`config.mk`:
```
export PLATFORM = sky130hd
export DESIGN_NAME = de0nano_ui_ctrl
export DESIGN_NICKNAME = d
export VERILOG_FILES = /design/src/rtl/de0nano_ui_ctrl.sv
export SDC_FILE = /design/constraint.sdc
export NUM_CORES = 1
export LEC_CHECK = 0
export BUFFER_PORTS_ARGS = -buffer_cell sky130_fd_sc_hd__buf_2
export CORE_UTILIZATION = 42
export CTS_BUF_LIST = sky130_fd_sc_hd__clkbuf_4 sky130_fd_sc_hd__clkbuf_8
export DETAILED_ROUTE_END_ITERATION = 10
export GPL_TIMING_DRIVEN = 0
export PLACE_DENSITY = 0.65
export SYNTH_ARGS = -nofsm -noshare
export SYNTH_HDL_FRONTEND = slang
export SYNTH_SLANG_ARGS = --single-unit
```
`constraint.sdc`:
```
create_clock -name CLOCK_50 -period 2.45 [get_ports CLOCK_50]
set_input_delay 0.3675 -clock CLOCK_50 [delete_from_list [all_inputs] [get_ports CLOCK_50]]
set_output_delay 0.3675 -clock CLOCK_50 [all_outputs]
set_load 0.02 [all_outputs]
```
`src/rtl/de0nano_ui_ctrl.sv`:
```
// de0nano_ui_ctrl: user-I/O controller for the DE0-Nano keys and LEDs.
// Synchronises and debounces NUM_KEYS active-low buttons (level, press and
// release pulses) and drives NUM_LEDS LEDs in one of four runtime modes:
// mirror, counter, PWM-dimmed user data, and bouncing scanner.
// Optional build macro DE0_UI_LONGPRESS_MODE_EN: holding key 0 for
// LONG_PRESS_MS advances the LED mode once per hold.
module de0nano_ui_ctrl #(
  parameter int unsigned NUM_KEYS      = 2,
  parameter int unsigned NUM_LEDS      = 8,
  parameter int unsigned CLK_HZ        = 50000000,
  parameter int unsigned DEBOUNCE_MS   = 10,
  parameter int unsigned PWM_BITS      = 8,
  parameter int unsigned SCAN_DIV      = 5000000,
  parameter int unsigned LONG_PRESS_MS = 1000
) (
  input  logic                CLOCK_50,
  input  logic                RESET_N,
  input  logic [NUM_KEYS-1:0] key_n_i,
  output logic [NUM_KEYS-1:0] key_level_o,
  output logic [NUM_KEYS-1:0] key_press_o,
  output logic [NUM_KEYS-1:0] key_release_o,
  input  logic [1:0]          mode_sel_i,
  input  logic                mode_load_i,
  output logic [1:0]          mode_o,
  input  logic [NUM_LEDS-1:0] led_data_i,
  input  logic [PWM_BITS-1:0] pwm_duty_i,
  output logic [NUM_LEDS-1:0] led_o
);

  // LED mode encodings
  localparam logic [1:0] MODE_MIRROR = 2'd0;
  localparam logic [1:0] MODE_COUNT  = 2'd1;
  localparam logic [1:0] MODE_USER   = 2'd2;
  localparam logic [1:0] MODE_SCAN   = 2'd3;

  // Debounce timing
  localparam int unsigned DB_CYC = CLK_HZ / 1000 * DEBOUNCE_MS;
  localparam int unsigned DB_W   = (DB_CYC > 1) ? $clog2(DB_CYC) : 1;
  localparam logic [DB_W-1:0] DB_MAX = DB_W'(DB_CYC - 1);

  // Tick divider
  localparam int unsigned DIV_W = (SCAN_DIV > 1) ? $clog2(SCAN_DIV) : 1;
  localparam logic [DIV_W-1:0] DIV_MAX = DIV_W'(SCAN_DIV - 1);

  // Scanner position
  localparam int unsigned POS_W = $clog2(NUM_LEDS);
  localparam logic [POS_W-1:0] POS_BEFORE_TOP = POS_W'(NUM_LEDS - 2);
  localparam logic [POS_W-1:0] POS_ONE        = POS_W'(1);
  localparam logic [NUM_LEDS-1:0] LED0        = NUM_LEDS'(1);

  // Long-press threshold
  localparam int unsigned LP_CYC = CLK_HZ / 1000 * LONG_PRESS_MS;

  logic [NUM_KEYS-1:0] sync_ff1;
  logic [NUM_KEYS-1:0] sync_ff2;
  logic [DB_W-1:0]     db_cnt [NUM_KEYS];
  logic [DIV_W-1:0]    div_cnt;
  logic                tick;
  logic                heartbeat;
  logic [POS_W-1:0]    scan_pos;
  logic                scan_up;
  logic [NUM_LEDS-1:0] scan_onehot;
  logic [PWM_BITS-1:0] pwm_cnt;
  logic [NUM_LEDS-1:0] led_cnt;
  logic                cnt_up;
  logic                cnt_dn;
  logic                lp_advance;
  logic [1:0]          mode_next;

  // Two-flop synchroniser; the inversion is taken before the flops so that
  // the reset value 0 means "released" and no false press follows reset.
  always_ff @(posedge CLOCK_50 or negedge RESET_N) begin
    if (!RESET_N) begin
      sync_ff1 <= '0;
      sync_ff2 <= '0;
    end else begin
      sync_ff1 <= ~key_n_i;
      sync_ff2 <= sync_ff1;
    end
  end

  // Per-key debounce: accept a new level after DB_CYC disagreeing cycles
  always_ff @(posedge CLOCK_50 or negedge RESET_N) begin
    if (!RESET_N) begin
      for (int unsigned i = 0; i < NUM_KEYS; i++) begin
        db_cnt[i] <= '0;
      end
      key_level_o   <= '0;
      key_press_o   <= '0;
      key_release_o <= '0;
    end else begin
      key_press_o   <= '0;
      key_release_o <= '0;
      for (int unsigned i = 0; i < NUM_KEYS; i++) begin
        if (sync_ff2[i] == key_level_o[i]) begin
          db_cnt[i] <= '0;
        end else if (db_cnt[i] == DB_MAX) begin
          db_cnt[i]        <= '0;
          key_level_o[i]   <= sync_ff2[i];
          key_press_o[i]   <= sync_ff2[i];
          key_release_o[i] <= ~sync_ff2[i];
        end else begin
          db_cnt[i] <= db_cnt[i] + 1'b1;
        end
      end
    end
  end

  assign tick = (div_cnt == DIV_MAX);

  // Free-running tick divider and heartbeat toggle
  always_ff @(posedge CLOCK_50 or negedge RESET_N) begin
    if (!RESET_N) begin
      div_cnt   <= '0;
      heartbeat <= 1'b0;
    end else if (tick) begin
      div_cnt   <= '0;
      heartbeat <= ~heartbeat;
    end else begin
      div_cnt <= div_cnt + 1'b1;
    end
  end

  // Scanner: direction flips as the end LED is reached, so each end LED is
  // shown for exactly one step before the bounce.
  always_ff @(posedge CLOCK_50 or negedge RESET_N) begin
    if (!RESET_N) begin
      scan_pos <= '0;
      scan_up  <= 1'b1;
    end else if (tick) begin
      if (scan_up) begin
        scan_pos <= scan_pos + 1'b1;
        if (scan_pos == POS_BEFORE_TOP) begin
          scan_up <= 1'b0;
        end
      end else begin
        scan_pos <= scan_pos - 1'b1;
        if (scan_pos == POS_ONE) begin
          scan_up <= 1'b1;
        end
      end
    end
  end

  assign scan_onehot = LED0 << scan_pos;

  // Free-running PWM phase counter
  always_ff @(posedge CLOCK_50 or negedge RESET_N) begin
    if (!RESET_N) begin
      pwm_cnt <= '0;
    end else begin
      pwm_cnt <= pwm_cnt + 1'b1;
    end
  end

  assign cnt_up = key_press_o[0];

  generate
    if (NUM_KEYS > 1) begin : g_cnt_dn
      assign cnt_dn = key_press_o[1];
    end else begin : g_no_cnt_dn
      assign cnt_dn = 1'b0;
    end
  endgenerate

  // Press counter, active only in COUNT mode; value kept across modes
  always_ff @(posedge CLOCK_50 or negedge RESET_N) begin
    if (!RESET_N) begin
      led_cnt <= '0;
    end else if (mode_o == MODE_COUNT) begin
      if (cnt_up && !cnt_dn) begin
        led_cnt <= led_cnt + 1'b1;
      end else if (cnt_dn && !cnt_up) begin
        led_cnt <= led_cnt - 1'b1;
      end
    end
  end

`ifdef DE0_UI_LONGPRESS_MODE_EN
  localparam int unsigned LP_W = (LP_CYC > 1) ? $clog2(LP_CYC) : 1;
  localparam logic [LP_W-1:0] LP_MAX = LP_W'(LP_CYC - 1);

  logic [LP_W-1:0] hold_cnt;
  logic            hold_done;

  assign lp_advance = key_level_o[0] && !hold_done && (hold_cnt == LP_MAX);

  // Long-press timer on key 0: fires once, then idles until release
  always_ff @(posedge CLOCK_50 or negedge RESET_N) begin
    if (!RESET_N) begin
      hold_cnt  <= '0;
      hold_done <= 1'b0;
    end else if (!key_level_o[0]) begin
      hold_cnt  <= '0;
      hold_done <= 1'b0;
    end else if (!hold_done) begin
      if (hold_cnt == LP_MAX) begin
        hold_cnt  <= '0;
        hold_done <= 1'b1;
      end else begin
        hold_cnt <= hold_cnt + 1'b1;
      end
    end
  end
`else
  // Long-press threshold has no effect in this build.
  logic lp_cfg_unused;
  assign lp_cfg_unused = (LP_CYC != 0);
  assign lp_advance    = 1'b0;
`endif

  // Next mode: an explicit load takes priority over a long-press advance
  always_comb begin
    mode_next = mode_o;
    if (mode_load_i) begin
      mode_next = mode_sel_i;
    end else if (lp_advance) begin
      mode_next = mode_o + 2'd1;
    end
  end

  // Mode register
  always_ff @(posedge CLOCK_50 or negedge RESET_N) begin
    if (!RESET_N) begin
      mode_o <= MODE_MIRROR;
    end else begin
      mode_o <= mode_next;
    end
  end

  // Registered LED drive selected by the current mode
  always_ff @(posedge CLOCK_50 or negedge RESET_N) begin
    if (!RESET_N) begin
      led_o <= '0;
    end else begin
      case (mode_o)
        MODE_MIRROR: led_o <= {{(NUM_LEDS - NUM_KEYS){heartbeat}}, key_level_o};
        MODE_COUNT:  led_o <= led_cnt;
        MODE_USER:   led_o <= (pwm_cnt < pwm_duty_i) ? led_data_i : '0;
        MODE_SCAN:   led_o <= scan_onehot;
        default:     led_o <= '0;
      endcase
    end
  end

endmodule

```
==> results.cfg, run 1 <==
[logic_synthesis]
ys_ff_latch = 102
synth_edf_count = 0
synth-warning-count = 0
synthesis.area_um2 = 5091
synth_cells = 494
synthDistinctLibCells = 48
synth_fp_nets = 543
synth_top_cell_by_area = dfrtp_1
synth_top_area_share_pct = 49.64
ys_dominant_reg_cell = dfrtp_1
avgSynthCellArea_um2 = 10.31
synth.area.top_cells = dfrtp_1 50%, xnor2_1 6.5%, ha_1 6.1%
async_flop_share_pct = 100.0
seq_area_frac_synth_pct = 50.16

[global_route]
grt_max_degree = 57
grt.total_usage_pct = 16.37
use_met3_pct = 3.834
grt_antenna_before_repair = 0
grt_overflow = 0
met2_usage_pct = 26.96
grt.busiest_layer = met2
first_global_vias = 3576
use_met1_pct = 21.60
grt_pass1_wl_um = 16730

[status]
violations = design-rule violations
outcome = finished with violations

[flow_run]
drv_cap = 0

[power]
powerDensity_nw_per_um2 = 528.4
p_leak_uw = 0.002613
peakVddDrop_v = 0.0002710

[clocking]
clk_latency_ns = 0.37
cts.clk_slew.worst_paths_ns = 0.10
cts_made_buffers = 9
htree_levels = 3
clock-sinks = 102
tritoncts = done
cts_root_buf = clkbuf_8
clock_path_buffers = 2
cts_hold_buf = 0

[min_path]
min_path_type = in2async

[finish]
final_cells = 693
syn_to_final_growth_pct = 12.12
nNetsFinal = 594
utilization_pct = 49.15
antennaDiodeCount = 0
drive_gt1_share_pct = 13.64

[sta]
max_freq_ghz = 0.4665
rsz0062_at_grt = no
fin_crit_ns = 2.144
skew_ns = 0.007051
slew_violations = 0
relSlewSlack_pct = 51.28
final-hold-violation-count = 0
post-route-period-util_pct = 87.50
worstMarginPinSlew_ns = 0.7253
tns_ns = 0
setup_viol = 0

[route]
drt_iter0_markers = 120
vias = 3578
drt_first_pass_iters = 7
viasPerCell = 5.163
routed_wl_um = 9496
wire_per_inst_um = 13.70
ant_nets = 0
drc = 3

[die]
core_area_um2 = 11610
dieHeight_um = 112.1
io_pins = 39
die_w_um = 112.1
initial_core_util_pct = 43.84
die_area_um2 = 12570
rows = 39

[critical_path]
crit_required_ns = 2.73
crit_fanout = 9
end_kind = register
crit_type = reg2reg
critPathArrivalTime_ns = 2.42
critPathLaunchType = register

[place]
place_congestion = 0.8056
dpl.hpwl_um = 6819
port_buffers = 38
dp.cells = 676
==> synthesized netlist by cell type (3+ instances only) <==
| cell type | n |
|---|---|
| a21o_1 | 5 |
| a21oi_1 | 7 |
| a221o_1 | 6 |
| and3_1 | 11 |
| and4_1 | 7 |
| buf_2 | 5 |
| clkbuf_1 | 6 |
| dfrtp_1 | 101 |
| ha_1 | 25 |
| inv_1 | 29 |
| mux2_2 | 6 |
| nand2_1 | 31 |
| nand2b_1 | 5 |
| nand3_1 | 30 |
| nand4_1 | 16 |
| nor2_1 | 64 |
| nor2b_1 | 3 |
| nor3_1 | 11 |
| nor3b_1 | 6 |
| nor4_1 | 3 |
| o21ai_0 | 15 |
| xnor2_1 | 38 |
| xor2_1 | 32 |
==> layout by cell type (no fill, tap or decap), types with 10 or more instances in the layout <==
| cell type | instances |
|---|---|
| and3_1 | 11 |
| nor2_1 | 64 |
| nand2_1 | 31 |
| o21ai_0 | 15 |
| xnor2_1 | 38 |
| nor3_1 | 11 |
| nand4_1 | 16 |
| nand3_1 | 30 |
| ha_1 | 25 |
| clkbuf_8 | 10 |
| inv_1 | 29 |
| buf_2 | 42 |
| xor2_1 | 32 |
| dfrtp_1 | 101 |
==> per-stage QoR <==
stage	hold WS, ns	setup slack, ns	instance area, um^2	power [uW]
after floorplan	0.07191	0.4516	5091	1842
after global placement	0.3552	-0.08162	5460	1927
after detailed placement	0.3650	-0.08340	5490	1937
after CTS	0.02524	0.1795	5700	3061
after global routing	0.05245	0.1617	5708	3150
final	0.01424	0.3063	5708	3016
==> final cells by class <==
cell class / count / area (um^2)
fillers: 1102 / 5906
flip-flops and latches: 102 / 2554
multi-input cells: 350 / 2362
repair buffers: 40 / 227.7
well taps: 143 / 178.9
clock buffers: 10 / 137.6
inverters: 29 / 108.9
plain buffers: 13 / 70.07
clock inverters: 6 / 68.82
==> critical path, stage by stage (launching register included) <==
cell and delay [ns]:
dfrtp_1 0.42, inv_1 0.07, ha_1 0.13, inv_1 0.15, fa_1 0.45, a21oi_1 0.21
nand3b_1 0.13, a21boi_0 0.11, o21a_1 0.19, o31ai_1 0.20
==> state kept, by name (all words and copies together), names as in the netlist <==
name	cells
led_cnt	8
db_cnt	38
key_level_o	2
key_release_o	2
heartbeat	1
led_o	8
mode_o	2
sync_ff1	2
sync_ff2	2
scan_up	1
scan_pos	3
div_cnt	23
key_press_o	2
pwm_cnt	8
==> worst paths after layout <==
path	from	end	slack (ns)	cells after the start
min	RESET_N	db_cnt[22]$_DFF_PN0_	0.01	1
max reg2reg	key_press_o[1]$_DFF_PN0_	led_cnt[6]$_DFFE_PN0P_	0.31	9
max in group asynchronous	RESET_N	scan_up$_DFFE_PN1N_	1.70	2
min in group CLOCK_50	key_n_i[0]	sync_ff1[0]$_DFF_PN0_	0.13	2
max	key_press_o[1]$_DFF_PN0_	led_cnt[6]$_DFFE_PN0P_	0.31	9
min reg2reg	sync_ff1[1]$_DFF_PN0_	sync_ff2[1]$_DFF_PN0_	0.38	0
==> kinds of logic (layout without fill, tap and decap cells) <==
| family | Yosys count | in the layout | share of synthesized area (%) |
|---|---|---|---|
| fa+ha+maj | 26 | 26 | 6.537 |
| buf+inv | 42 | 98 | 3.514 |
| compound gates | 48 | 48 | 6.537 |
| simple gates | 199 | 199 | 19.69 |
| xor+xnor | 70 | 70 | 12.04 |
| mux | 7 | 7 | 1.524 |
| flops | 102 | 102 | 50.16 |
==> report_power, final <==
| group | switching [uW] | leakage, uW | total (uW) | internal (uW) |
|---|---|---|---|---|
| Clock | 606 | 0.000103 | 1110 | 508 |
| Sequential | 14.5 | 0.00137 | 1720 | 1710 |
| Combinational | 117 | 0.00114 | 181 | 64.1 |
| Total | 737 | 0.00261 | 3020 | 2280 |
==> metal layers <==
layer | wire length (um) | part of all wire (%)
met5 | 0 | 0
met1 | 4616 | 49
met3 | 271 | 2.9
met4 | 109 | 1.1
met2 | 4497 | 47
==> what timing repair did <==
item	in CTS	in global routing
setup endpoints to repair	7	2
setup buffers	0	1
resized for setup	1	0
Power figures use the tool's default switching activity.
==> run 2, diff against run 1 <==
--- a/config.mk
+++ b/config.mk
@@ -10,6 +10,7 @@
 export CTS_BUF_LIST = sky130_fd_sc_hd__clkbuf_4 sky130_fd_sc_hd__clkbuf_8
 export DETAILED_ROUTE_END_ITERATION = 10
 export GPL_TIMING_DRIVEN = 0
+export MAX_ROUTING_LAYER = met4
 export PLACE_DENSITY = 0.65
 export SYNTH_ARGS = -nofsm -noshare
 export SYNTH_HDL_FRONTEND = slang
==> run 2 against run 1 <==
  * Wire length shrank 0.20%
  * Non-clock buffer count is the same
  * Clock skew grew 0.0012 ns
  * First-iteration DRC count grew 12%
  * Maximum frequency is essentially flat
  * Global-route usage grew 0.54 points
  * Critical path depth is the same
  * Largest power group unchanged
  * The flow still finishes with violations (design-rule violations)
  * Die area is the same
  * Worst setup slack lost 0.00082 ns
  * Sequential share of layout area is the same
  * Register-to-register slack is essentially flat
  * Combinational power is essentially flat
==> results.cfg, run 2 (synthesis results as in run 1) <==
[power]
p_leak_uw = 0.002613
netSwitchingFraction_pct = 24.36
combPwrFrac_pct = 6.0
powerDensity_nw_per_um2 = 527.7
clkPwrFrac_pct = 36.9
peakVddDrop_v = 0.0002691
p_seq_share_pct = 57.1
p_int_uw = 2279
p_sw_uw = 733.9

[clocking]
cts_hold_buf = 0
clock-sinks = 102
tritoncts = done
clk_latency_ns = 0.37
cts.clk_slew.worst_paths_ns = 0.10
cts_made_buffers = 9
clock_path_buffers = 2
htree_levels = 3
cts_root_buf = clkbuf_8

[sta]
relSlewSlack_pct = 51.32
final-hold-violation-count = 0
worstMarginPinSlew_ns = 0.7246
max_freq_ghz = 0.4663
skew_ns = 0.008231
post-route-period-util_pct = 87.53
setup_ws_ns = 0.3055
slew_violations = 0
whs_ns = 0.01615
rsz0062_at_grt = no
fin_crit_ns = 2.144
setup_viol = 0

[critical_path]
crit_required_ns = 2.73
slowest_delay_ns = 0.45
reg2reg_slack_ns = 0.31
cp_slowest_cell = fa_1
rr_endpoint = led_cnt[6]$_DFFE_PN0P_
critPathArrivalTime_ns = 2.42
ff2ff_path_depth = 9
crit_buf_inv = 2
r2r-start = key_press_o[1]$_DFF_PN0_
end_kind = register
cp_cell_sequence = inv_1 > ha_1 > inv_1 > fa_1 > a21oi_1 > nand3b_1 > a21boi_0 > o21a_1 > o31ai_1
cp_common_cell = inv_1
critPathLaunchType = register
cp-startpoint = key_press_o[1]$_DFF_PN0_
crit_type = reg2reg
crit_cells = 9
crit_family = compound AO/OA/AOI/OAI gates
crit_fanout = 9

[finish]
final_common_cell = dfrtp_1
syn_to_final_growth_pct = 12.12
multiInputGateArea_um2 = 2362
nNetsFinal = 594
regMostFlops = db_cnt
largest_registers = db_cnt: 38 flops, div_cnt: 23 flops
seqCellArea_um2 = 2554
final_cell_mix = 101 x dfrtp_1, 64 x nor2_1, 42 x buf_2, 38 x xnor2_1, 32 x xor2_1
n_fill_cell = 1102
antennaDiodeCount = 0
largest_register_ffs = 38
drive_gt1_share_pct = 13.64

[global_route]
grt_max_degree = 57
grt_overflow = 0
grt_pass1_wl_um = 16750
grt_antenna_before_repair = 0
grt.total_usage_pct = 16.91
first_global_vias = 3568

[route]
routed_wl_um = 9477
viasPerCell = 5.143
drc = 3
drt_iter0_markers = 134
ant_nets = 0
wire_per_inst_um = 13.68
drt_first_pass_iters = 7
vias = 3564

[die]
io_pins = 39
die_area_um2 = 12570
core_area_um2 = 11610
die_w_um = 112.1
rows = 39
initial_core_util_pct = 43.84
dieHeight_um = 112.1

[place]
dpl.hpwl_um = 6819
port_buffers = 38
post-place-ws_ns = -0.08340
place_congestion = 0.8173

[status]
violations = design-rule violations
outcome = finished with violations

[min_path]
min_path_type = in2async

[flow_run]
drv_cap = 0
## run 2: timing repair
| item | in CTS | in global routing |
|---|---|---|
| endpoints found under the setup margin | 7 | 2 |
| resized for setup | 1 | 0 |
| buffers inserted | 0 | 1 |
## run 2: power by group through the flow
stage	Clock, uW	Sequential, uW	Combinational [uW]
2_1_floorplan	0	1770	71.9
3_3_place_gp	0	1750	174
3_5_place_dp	0	1750	182
4_1_cts	1160	1720	184
5_1_grt	1220	1720	206
6_report	1110	1720	181
## run 2: metal layers
metal,up-vias,share of wire (%),global-route usage [%]
met4,0,0.92,5.067
met2,40,48,26.96
met3,9,3.5,3.672
met1,1728,48,21.71
met5,-,0,-
li1,1787,-,-
## run 2: how the worst max path moves through the flow
stage / end / slack [ns]
after global placement: div_cnt[13]$_DFF_PN0_ / -0.08
after floorplan: led_cnt[6]$_DFFE_PN0P_ / 0.45
after CTS: led_o[3]$_DFF_PN0_ / 0.18
final: led_cnt[6]$_DFFE_PN0P_ / 0.31
after global routing: led_o[3]$_DFF_PN0_ / 0.16
after detailed placement: led_o[3]$_DFF_PN0_ / -0.08
## run 2: layout make-up
cell class / count / share of cell area (%)
Clock buffer: 10 / 2.411
Tap cell: 143 / 3.135
Sequential cell: 102 / 44.74
Buffer: 13 / 1.228
Timing Repair Buffer: 40 / 3.989
Multi-Input combinational cell: 350 / 41.39
Inverter: 29 / 1.907
Clock inverter: 6 / 1.206
## run 2: through the flow
step	setup TNS [ns]	utilization (%)	cell area, um^2	instances	total power, uW
2_1_floorplan	0	-	5091	494	1842
3_3_place_gp	-7.385	47.02	5460	675	1927
3_5_place_dp	-0.4099	47.27	5490	676	1937
4_1_cts	0	49.08	5700	692	3061
5_1_grt	0	49.15	5708	693	3150
6_report	0	49.15	5708	693	3012
==> run 3, diff against run 2 <==
--- a/config.mk
+++ b/config.mk
@@ -6,12 +6,12 @@
 export NUM_CORES = 1
 export LEC_CHECK = 0
 export BUFFER_PORTS_ARGS = -buffer_cell sky130_fd_sc_hd__buf_2
+export CAP_MARGIN = 20
 export CORE_UTILIZATION = 42
 export CTS_BUF_LIST = sky130_fd_sc_hd__clkbuf_4 sky130_fd_sc_hd__clkbuf_8
 export DETAILED_ROUTE_END_ITERATION = 10
 export GPL_TIMING_DRIVEN = 0
 export MAX_ROUTING_LAYER = met4
-export PLACE_DENSITY = 0.65
 export SYNTH_ARGS = -nofsm -noshare
 export SYNTH_HDL_FRONTEND = slang
 export SYNTH_SLANG_ARGS = --single-unit
==> run 3 against run 2 <==
  * Largest cell class unchanged
  * The run still ends with design-rule violations left
  * Power fell by 0.86%
  * Register-to-register slack about the same
  * Final cell count shrank 0.14%
  * Highest routed layer unchanged
==> results.cfg, run 3 (synthesis results as in run 1) <==
[status]
outcome = finished with violations
violations = design-rule violations

[power]
p_leak_uw = 0.002598
peakVddDrop_v = 0.0003756
powerDensity_nw_per_um2 = 524.2
power_uw = 2986

[global_route]
grt_antenna_before_repair = 0
first_global_vias = 3524
grt_overflow = 0
grt.total_usage_pct = 16.67
grt_max_degree = 54
grt_pass1_wl_um = 16250

[clocking]
htree_levels = 3
tritoncts = done
cts.clk_slew.worst_paths_ns = 0.10
clock_path_buffers = 2
clock-sinks = 102
cts_root_buf = clkbuf_8
cts_hold_buf = 0
cts_made_buffers = 9
clk_latency_ns = 0.37

[die]
core_area_um2 = 11610
die_area_um2 = 12570
io_pins = 39
dieHeight_um = 112.1
rows = 39
initial_core_util_pct = 43.84
die_w_um = 112.1

[sta]
worstMarginPinSlew_ns = 0.7744
setup_viol = 0
final-hold-violation-count = 0
fin_crit_ns = 2.145
relSlewSlack_pct = 48.26
skew_ns = 0.01307
rsz0062_at_grt = no
max_freq_ghz = 0.4663
post-route-period-util_pct = 87.53
slew_violations = 0

[critical_path]
crit_required_ns = 2.73
crit_buf_inv = 2
cp_slowest_cell = fa_1
cp-startpoint = key_press_o[1]$_DFF_PN0_
cp_cell_sequence = inv_1 > ha_1 > inv_1 > fa_1 > a21oi_1 > nand3b_1 > a21boi_0 > o21a_1 > o31ai_1
slowest_delay_ns = 0.45
critPathArrivalTime_ns = 2.43
end_kind = register
crit_type = reg2reg
cp_common_cell = inv_1
crit_fanout = 9
critPathLaunchType = register
crit_family = compound AO/OA/AOI/OAI gates
r2r-start = key_press_o[1]$_DFF_PN0_

[finish]
largest_register_ffs = 38
largest_registers = db_cnt: 38 flops, div_cnt: 23 flops
fin_area_um2 = 5697
final_common_cell = dfrtp_1
drive_gt1_share_pct = 13.48
final_cell_mix = 101 x dfrtp_1, 64 x nor2_1, 42 x buf_2, 38 x xnor2_1, 32 x xor2_1
syn_to_final_growth_pct = 11.89
antennaDiodeCount = 0
regMostFlops = db_cnt
nNetsFinal = 593

[place]
dpl.hpwl_um = 6627
placed_area_um2 = 5490
port_buffers = 38
place_congestion = 0.7808

[route]
wire_per_inst_um = 13.29
viasPerCell = 5.120
drc = 3
ant_nets = 0
drt_first_pass_iters = 7
vias = 3543
drt_iter0_markers = 177
routed_wl_um = 9199

[min_path]
min_path_type = in2async

[flow_run]
drv_cap = 0
[run 3: power by group]
group	switching [uW]	leakage [uW]	internal, uW	total (uW)
logic	115	0.00114	62.2	177
clock network	606	0.0000929	483	1090
registers	14.2	0.00137	1710	1720
[run 3: what timing repair did]
item | CTS | global route
setup endpoints to repair | 0 | 7
gates resized for setup | 0 | 1
buffers inserted | 0 | 0
[run 3: worst paths after layout]
kind | endpoint | slack, ns | cells past startpoint
worst min register to register | sync_ff2[1]$_DFF_PN0_ | 0.35 | 0
worst max-delay path | led_cnt[6]$_DFFE_PN0P_ | 0.31 | 9
worst min-delay path | led_cnt[6]$_DFFE_PN0P_ | 0.01 | 1
min in group CLOCK_50 | sync_ff1[0]$_DFF_PN0_ | 0.14 | 2
max in group asynchronous | db_cnt[10]$_DFF_PN0_ | 1.77 | 2
worst max register to register | led_cnt[6]$_DFFE_PN0P_ | 0.31 | 9
[run 3: per-layer routing]
layer | GRT usage, % | vias up | part of all wire [%]
met4 | 5.600 | 0 | 1.4
met1 | 21.13 | 1702 | 48
met2 | 26.21 | 45 | 47
met5 | - | - | 0
li1 | - | 1787 | -
met3 | 4.104 | 9 | 3.1
[run 3: stage by stage]
stage / hold WS, ns / TNS [ns] / std cells / worst slack, ns / util [%]
after floorplan: 0.07191 / 0 / 494 / 0.4516 / -
after global placement: 0.3320 / -8.547 / 675 / -0.08976 / 47.02
after detailed placement: 0.3358 / 0 / 676 / 0.02959 / 47.27
after CTS: 0.02449 / 0 / 692 / 0.08573 / 49.02
after global routing: 0.04938 / 0 / 692 / 0.1607 / 49.05
final: 0.01159 / 0 / 692 / 0.3054 / 49.05
[run 3: cell type report]
type	instances	area, um^2
Fill cell	1097	5917
Sequential cell	102	2554
Multi-Input combinational cell	350	2362
Timing Repair Buffer	39	220.2
Tap cell	143	178.9
Clock buffer	9	123.9
Inverter	29	108.9
Clock inverter	7	78.83
Buffer	13	70.07
